--- src/rtl/pipe_stage_skid.sv ---
// pipe_stage_skid: elastic pipeline register with a valid/ready handshake.
// A main register drives the outputs. A skid register catches the one entry
// that can still be accepted in the cycle the downstream stalls. Because of
// the skid, in_ready can come straight from a flop. The stage also provides
// a synchronous flush, an exception/interrupt hold, and a saturating stall
// counter.
module pipe_stage_skid #(
  parameter int PC_W   = 32,
  parameter int DATA_W = 32,
  parameter int EXC_W  = 4,
  parameter int CNT_W  = 16
) (
  input  logic              clk,
  input  logic              rst,
  input  logic              flush,
  // upstream side
  input  logic              in_valid,
  output logic              in_ready,
  input  logic [PC_W-1:0]   in_pc,
  input  logic [DATA_W-1:0] in_data,
  input  logic              in_iack,
  input  logic [EXC_W-1:0]  in_exc,
  // downstream side
  output logic              out_valid,
  input  logic              out_ready,
  output logic [PC_W-1:0]   out_pc,
  output logic [DATA_W-1:0] out_data,
  output logic              out_iack,
  output logic [EXC_W-1:0]  out_exc,
  // status
  output logic              exc_hold,
  output logic [CNT_W-1:0]  stall_cnt
);

  // Occupancy states. Main is valid in ONE and TWO. Skid is valid only in TWO.
  localparam logic [1:0] ST_EMPTY = 2'd0;
  localparam logic [1:0] ST_ONE   = 2'd1;
  localparam logic [1:0] ST_TWO   = 2'd2;

  typedef struct packed {
    logic [PC_W-1:0]   pc;
    logic [DATA_W-1:0] data;
    logic              iack;
    logic [EXC_W-1:0]  exc;
  } entry_t;

  logic [1:0]       state_q, state_d;
  entry_t           main_q, main_d;
  entry_t           skid_q, skid_d;
  logic             exc_hold_q, exc_hold_d;
  logic             rdy_q, rdy_d;
  logic [CNT_W-1:0] stall_q, stall_d;

  entry_t in_ent;
  logic   main_vld;
  logic   acc;
  logic   rel;
  logic   faulting;

  assign in_ent   = '{pc: in_pc, data: in_data, iack: in_iack, exc: in_exc};
  assign main_vld = (state_q != ST_EMPTY);

  // in_ready is 0 while rst is asserted.
  // It is 1 as soon as rst is released, because rdy_q resets to 1.
  assign in_ready = rdy_q & ~rst;

  // in_ready gates accept, so any in_valid seen while not ready is ignored.
  assign acc      = in_valid & in_ready;
  assign rel      = main_vld & out_ready;

  // Interrupt acknowledge is treated like a fault: younger entries must wait.
  assign faulting = (in_exc != '0) | in_iack;

  // Occupancy, payload movement and hold flag. Flush overrides everything.
  always_comb begin
    state_d    = state_q;
    main_d     = main_q;
    skid_d     = skid_q;
    exc_hold_d = exc_hold_q | (acc & faulting);
    if (flush) begin
      state_d    = ST_EMPTY;
      main_d     = '0;
      skid_d     = '0;
      exc_hold_d = 1'b0;
    end else begin
      case (state_q)
        ST_EMPTY: begin
          if (acc) begin
            main_d  = in_ent;
            state_d = ST_ONE;
          end
        end
        ST_ONE: begin
          if (acc && rel) begin
            main_d = in_ent;
          end else if (acc) begin
            skid_d  = in_ent;
            state_d = ST_TWO;
          end else if (rel) begin
            // Payload is kept on drain; only out_valid falls.
            state_d = ST_EMPTY;
          end
        end
        ST_TWO: begin
          // in_ready is low here, so the only event is the head leaving.
          if (rel) begin
            main_d  = skid_q;
            state_d = ST_ONE;
          end
        end
        default: state_d = ST_EMPTY;
      endcase
    end
  end

  // Ready is computed from next-state values so it is a plain flop.
  // There is no combinational path from out_ready to in_ready.
  always_comb begin
    rdy_d = (state_d != ST_TWO) & ~exc_hold_d;
  end

  // Count stalled cycles: head present but not taken. Saturates at the top.
  // Flush does not clear the count.
  always_comb begin
    stall_d = stall_q;
    if (main_vld && !out_ready && !(&stall_q)) begin
      stall_d = stall_q + CNT_W'(1);
    end
  end

  // State registers with asynchronous reset.
  always_ff @(posedge clk or posedge rst) begin
    if (rst) begin
      state_q    <= ST_EMPTY;
      main_q     <= '0;
      skid_q     <= '0;
      exc_hold_q <= 1'b0;
      rdy_q      <= 1'b1;
      stall_q    <= '0;
    end else begin
      state_q    <= state_d;
      main_q     <= main_d;
      skid_q     <= skid_d;
      exc_hold_q <= exc_hold_d;
      rdy_q      <= rdy_d;
      stall_q    <= stall_d;
    end
  end

  assign out_valid = main_vld;
  assign out_pc    = main_q.pc;
  assign out_data  = main_q.data;
  assign out_iack  = main_q.iack;
  assign out_exc   = main_q.exc;
  assign exc_hold  = exc_hold_q;
  assign stall_cnt = stall_q;

endmodule

--- config.mk ---
export PLATFORM = sky130hd
export DESIGN_NAME = pipe_stage_skid
export DESIGN_NICKNAME = d
export VERILOG_FILES = /design/src/rtl/pipe_stage_skid.sv
export SDC_FILE = /design/constraint.sdc
export NUM_CORES = 1
export LEC_CHECK = 0
export CAP_MARGIN = 20
export CORE_MARGIN = 8
export CORE_UTILIZATION = 47
export CTS_BUF_LIST = sky130_fd_sc_hd__clkbuf_8
export DETAILED_ROUTE_END_ITERATION = 16
export GPL_TIMING_DRIVEN = 0
export PLACE_DENSITY = 0.79
export SYNTH_ARGS = -nofsm -noshare
export SYNTH_HDL_FRONTEND = slang
export SYNTH_SLANG_ARGS = --single-unit
--- constraint.sdc ---
create_clock -name clk -period 5.3 [get_ports clk]
set_input_delay 1.06 -clock clk [delete_from_list [all_inputs] [get_ports clk]]
set_output_delay 1.06 -clock clk [all_outputs]
set_load 0.01 [all_outputs]
==> flow_summary.yaml, run 1 <==
cts:
  cts.repair.resized: 0
  cts_made_buffers: 17
  root_buffer: "clkbuf_8"
  cts.path.max_buffers: 2
  cts_setup_buffers: 0
  clock_latency_ns: 0.45
  clkSinkCount: 158
  clk_pin_slew_ns: 0.08
  ctsHoldBuffers: 0
  tritoncts: "yes"
  cts_max_level: 4
sta:
  rsz0062_at_grt: "false"
  fmax_ghz: 0.301
  slew_viol_final: 0
  timing.slew.headroom: 0.615
  min_period_ns: 3.32
  skew_ns: 0.0123
  worst_pin_slew_ns: 0.574
  tns_ns: 0
  period_share: 0.627
  setup_viol: 0
  hold_viol_final: 0
synthesis:
  async_reset_ff_frac: 1.00
  syn_inst: 711
  yosys.area.top_type: "dfrtp_1"
  ys_warn_count: 0
  synth_edf_count: 0
  synthesis.nets: 786
  synth_flop_cell: "dfrtp_1"
  synthesis.area_mm2: 0.00695
  ys_types: 39
  yosysTopAreaCellShare: 0.565
  yosysSeqAreaShare: 0.569
  synth_most_common_cell: "dfrtp_1"
  syn_area_per_cell_um2: 9.77
  synth.area.top_cells: "dfrtp_1 (57%), o221a_2 (11%), nand2_1 (7.8%)"
  netlist_top_cells_count: "dfrtp_1 (157), nand2_1 (145), nor2_1 (145)"
  ys_ff_latch: 158
final_layout:
  final_cells: 1091
  fin_util: 0.640
  fillers: 1198
  drive_gt1_frac: 0.149
  syn2layout_area_growth_pct: 33.4
  nets: 969
  antennaDiodeCount: 0
setup_path:
  slowest_stage: "clkdlybuf4s50_1"
  max_stage_delay_ns: 0.58
  path_buf_inv: 2
  reg2reg_slack_ns: 3.21
  crit_required_ns: 4.24
  cp_common_cell: "clkdlybuf4s50_1"
  arrival_ns: 2.26
  critical_path.top_delay_family: "buffers and inverters"
  crit_type: "input pin to output pin"
  path_cells: "clkdlybuf4s50_1 > nor2b_1 > clkdlybuf4s50_1"
  worstPathMaxFanout: 4
  end_kind: "output pin"
  startpoint_type: "input pin"
global_route:
  grt_overflow: 0
  antenna_found_initial: 1
  grt_use_total: 0.206
  grt_pass1_wl_um: 30900
  grt_max_degree: 43
  first_global_vias: 5942
place:
  place_inst: 1059
  io_buffers: 160
  hpwl_um: 13600
  gp_congestion: 0.835
drt:
  drc: 0
  post_drt_wl_per_cell_um: 17.3
  wirelength_um: 18900
  viasPerCell: 5.46
  drt-initial-drc-count: 439
  vias: 5955
  final_antenna_net_count: 0
  dr.pass1.iters: 5
pwr:
  powerDensity_mw_per_mm2: 290
  peakVddDrop_mv: 0.226
  p_leak_nw: 4.09
run_status:
  status: "finished, final reports clean"
floorplanning:
  core_mm2: 0.0145
  die_h_um: 138
  rows: 44
  ios: 162
  fp.dieW_um: 138
  initial_core_util: 0.480
  die_area_mm2: 0.0189
worst_hold_path:
  hold_class: "flop to flop"
run:
  drv_cap: 0
==> path summary, 6_finish.rpt <==
path,end,startpoint,depth (start not counted)
worst max register to register,skid_q[7],rdy_q,6
worst min-delay path,stall_cnt[8],stall_cnt[8],1
worst min register to register,stall_cnt[8],stall_cnt[8],1
max in group asynchronous,out_exc[2],rst,4
worst max-delay path,in_ready,rst,3
min in group asynchronous,out_data[22],rst,2
==> layout make-up <==
type | count | area [um2] | area share
Inverter | 3 | 15.0 | 0.00162
Sequential cell | 158 | 3960 | 0.427
Tap cell | 184 | 230 | 0.0248
Timing Repair Buffer | 164 | 1680 | 0.181
Multi-Input combinational cell | 496 | 2730 | 0.295
Buffer | 54 | 250 | 0.0270
Clock inverter | 14 | 156 | 0.0169
Clock buffer | 18 | 248 | 0.0267
==> logic make-up after synthesis <==
group                    synth area share
AND/OR/NAND/NOR                     0.192
flip-flops                          0.569
AO/OA/AOI/OAI                       0.178
buffers and inverters              0.0376
XOR/XNOR                           0.0164
multiplexers                      0.00450
adder cells (fa/ha/maj)           0.00180
==> stage by stage <==
step	hold WS [ns]	setup WS, ns	total power, W	cell area, um2
after floorplan	0.502	2.24	0.00154	6950
after global placement	0.499	0.863	0.00179	8780
after CTS	0.523	1.97	0.00272	9270
after detailed placement	0.505	1.97	0.00180	8860
after global routing	0.544	1.93	0.00281	9270
final	0.518	1.98	0.00269	9270
==> layer usage <==
| metal | vias up | part of all wire | track usage |
|---|---|---|---|
| met4 | 2 | 0.018 | 0.0664 |
| li1 | 2819 | - | - |
| met5 | - | 0.00053 | 0 |
| met1 | 2899 | 0.43 | 0.271 |
| met2 | 203 | 0.47 | 0.320 |
| met3 | 32 | 0.081 | 0.0609 |
==> worst reg2reg max path: cells and delay by family, from the launching register on <==
family | cells | cell delay, ns
compound gates | 1 | 0.14
buf+inv | 2 | 0.59
flops | 1 | 0.54
simple gates | 3 | 0.75
==> cells in the final DEF (no fill, tap or decap), types with 3 or more instances in the layout <==
cell	netlist	routed
o221a_2	69	69
nand4_1	5	5
a21oi_1	72	72
inv_6	0	4
buf_2	11	11
nand3_1	6	6
xnor2_1	4	4
and3_1	3	3
clkbuf_1	38	38
nand2_1	145	145
xor2_1	9	9
buf_12	0	4
clkinvlp_4	0	4
clkbuf_8	0	18
nor3_1	7	7
nor2_1	145	145
clkdlybuf4s50_1	0	160
dfrtp_1	157	157
buf_6	4	4
a211oi_1	5	5
==> registers in the layout (all words and copies together) (netlist names) <==
signal and cells:
rdy_q 1, skid_q 69, out_exc 4, stall_cnt 16, state_q 2, exc_hold 1
out_pc 32, out_iack 1, out_data 32
==> where the power goes <==
part / total [W] / leakage [nW] / internal [W] / switching (W)
registers: 0.00133 / 2.14 / 0.00127 / 0.0000547
logic: 0.000449 / 1.75 / 0.000247 / 0.000202
clock network: 0.000912 / 0.198 / 0.000440 / 0.000473
total: 0.00269 / 4.09 / 0.00196 / 0.000729
(Power assumes the default switching activity.)
==> run 2: changes to the inputs <==
==> constraint.sdc (replaced) <==
create_clock -name clk -period 2.8 [get_ports clk]
set_input_delay 0.56 -clock clk [delete_from_list [all_inputs] [get_ports clk]]
set_output_delay 0.56 -clock clk [all_outputs]
set_load 0.01 [all_outputs]
==> results of run 2 <==
Same layout as run 1 (identical final DEF). Status: finished, final reports clean.
Among the figures that moved: setup slack after placement 1.97 ns -> 0.0263 ns; setup slack after layout 1.98 ns -> 0.476 ns; register-to-register setup slack 3.21 ns -> 0.71 ns; total power 0.00269 W -> 0.00509 W; worst IR drop on VDD 0.226 mV -> 0.427 mV
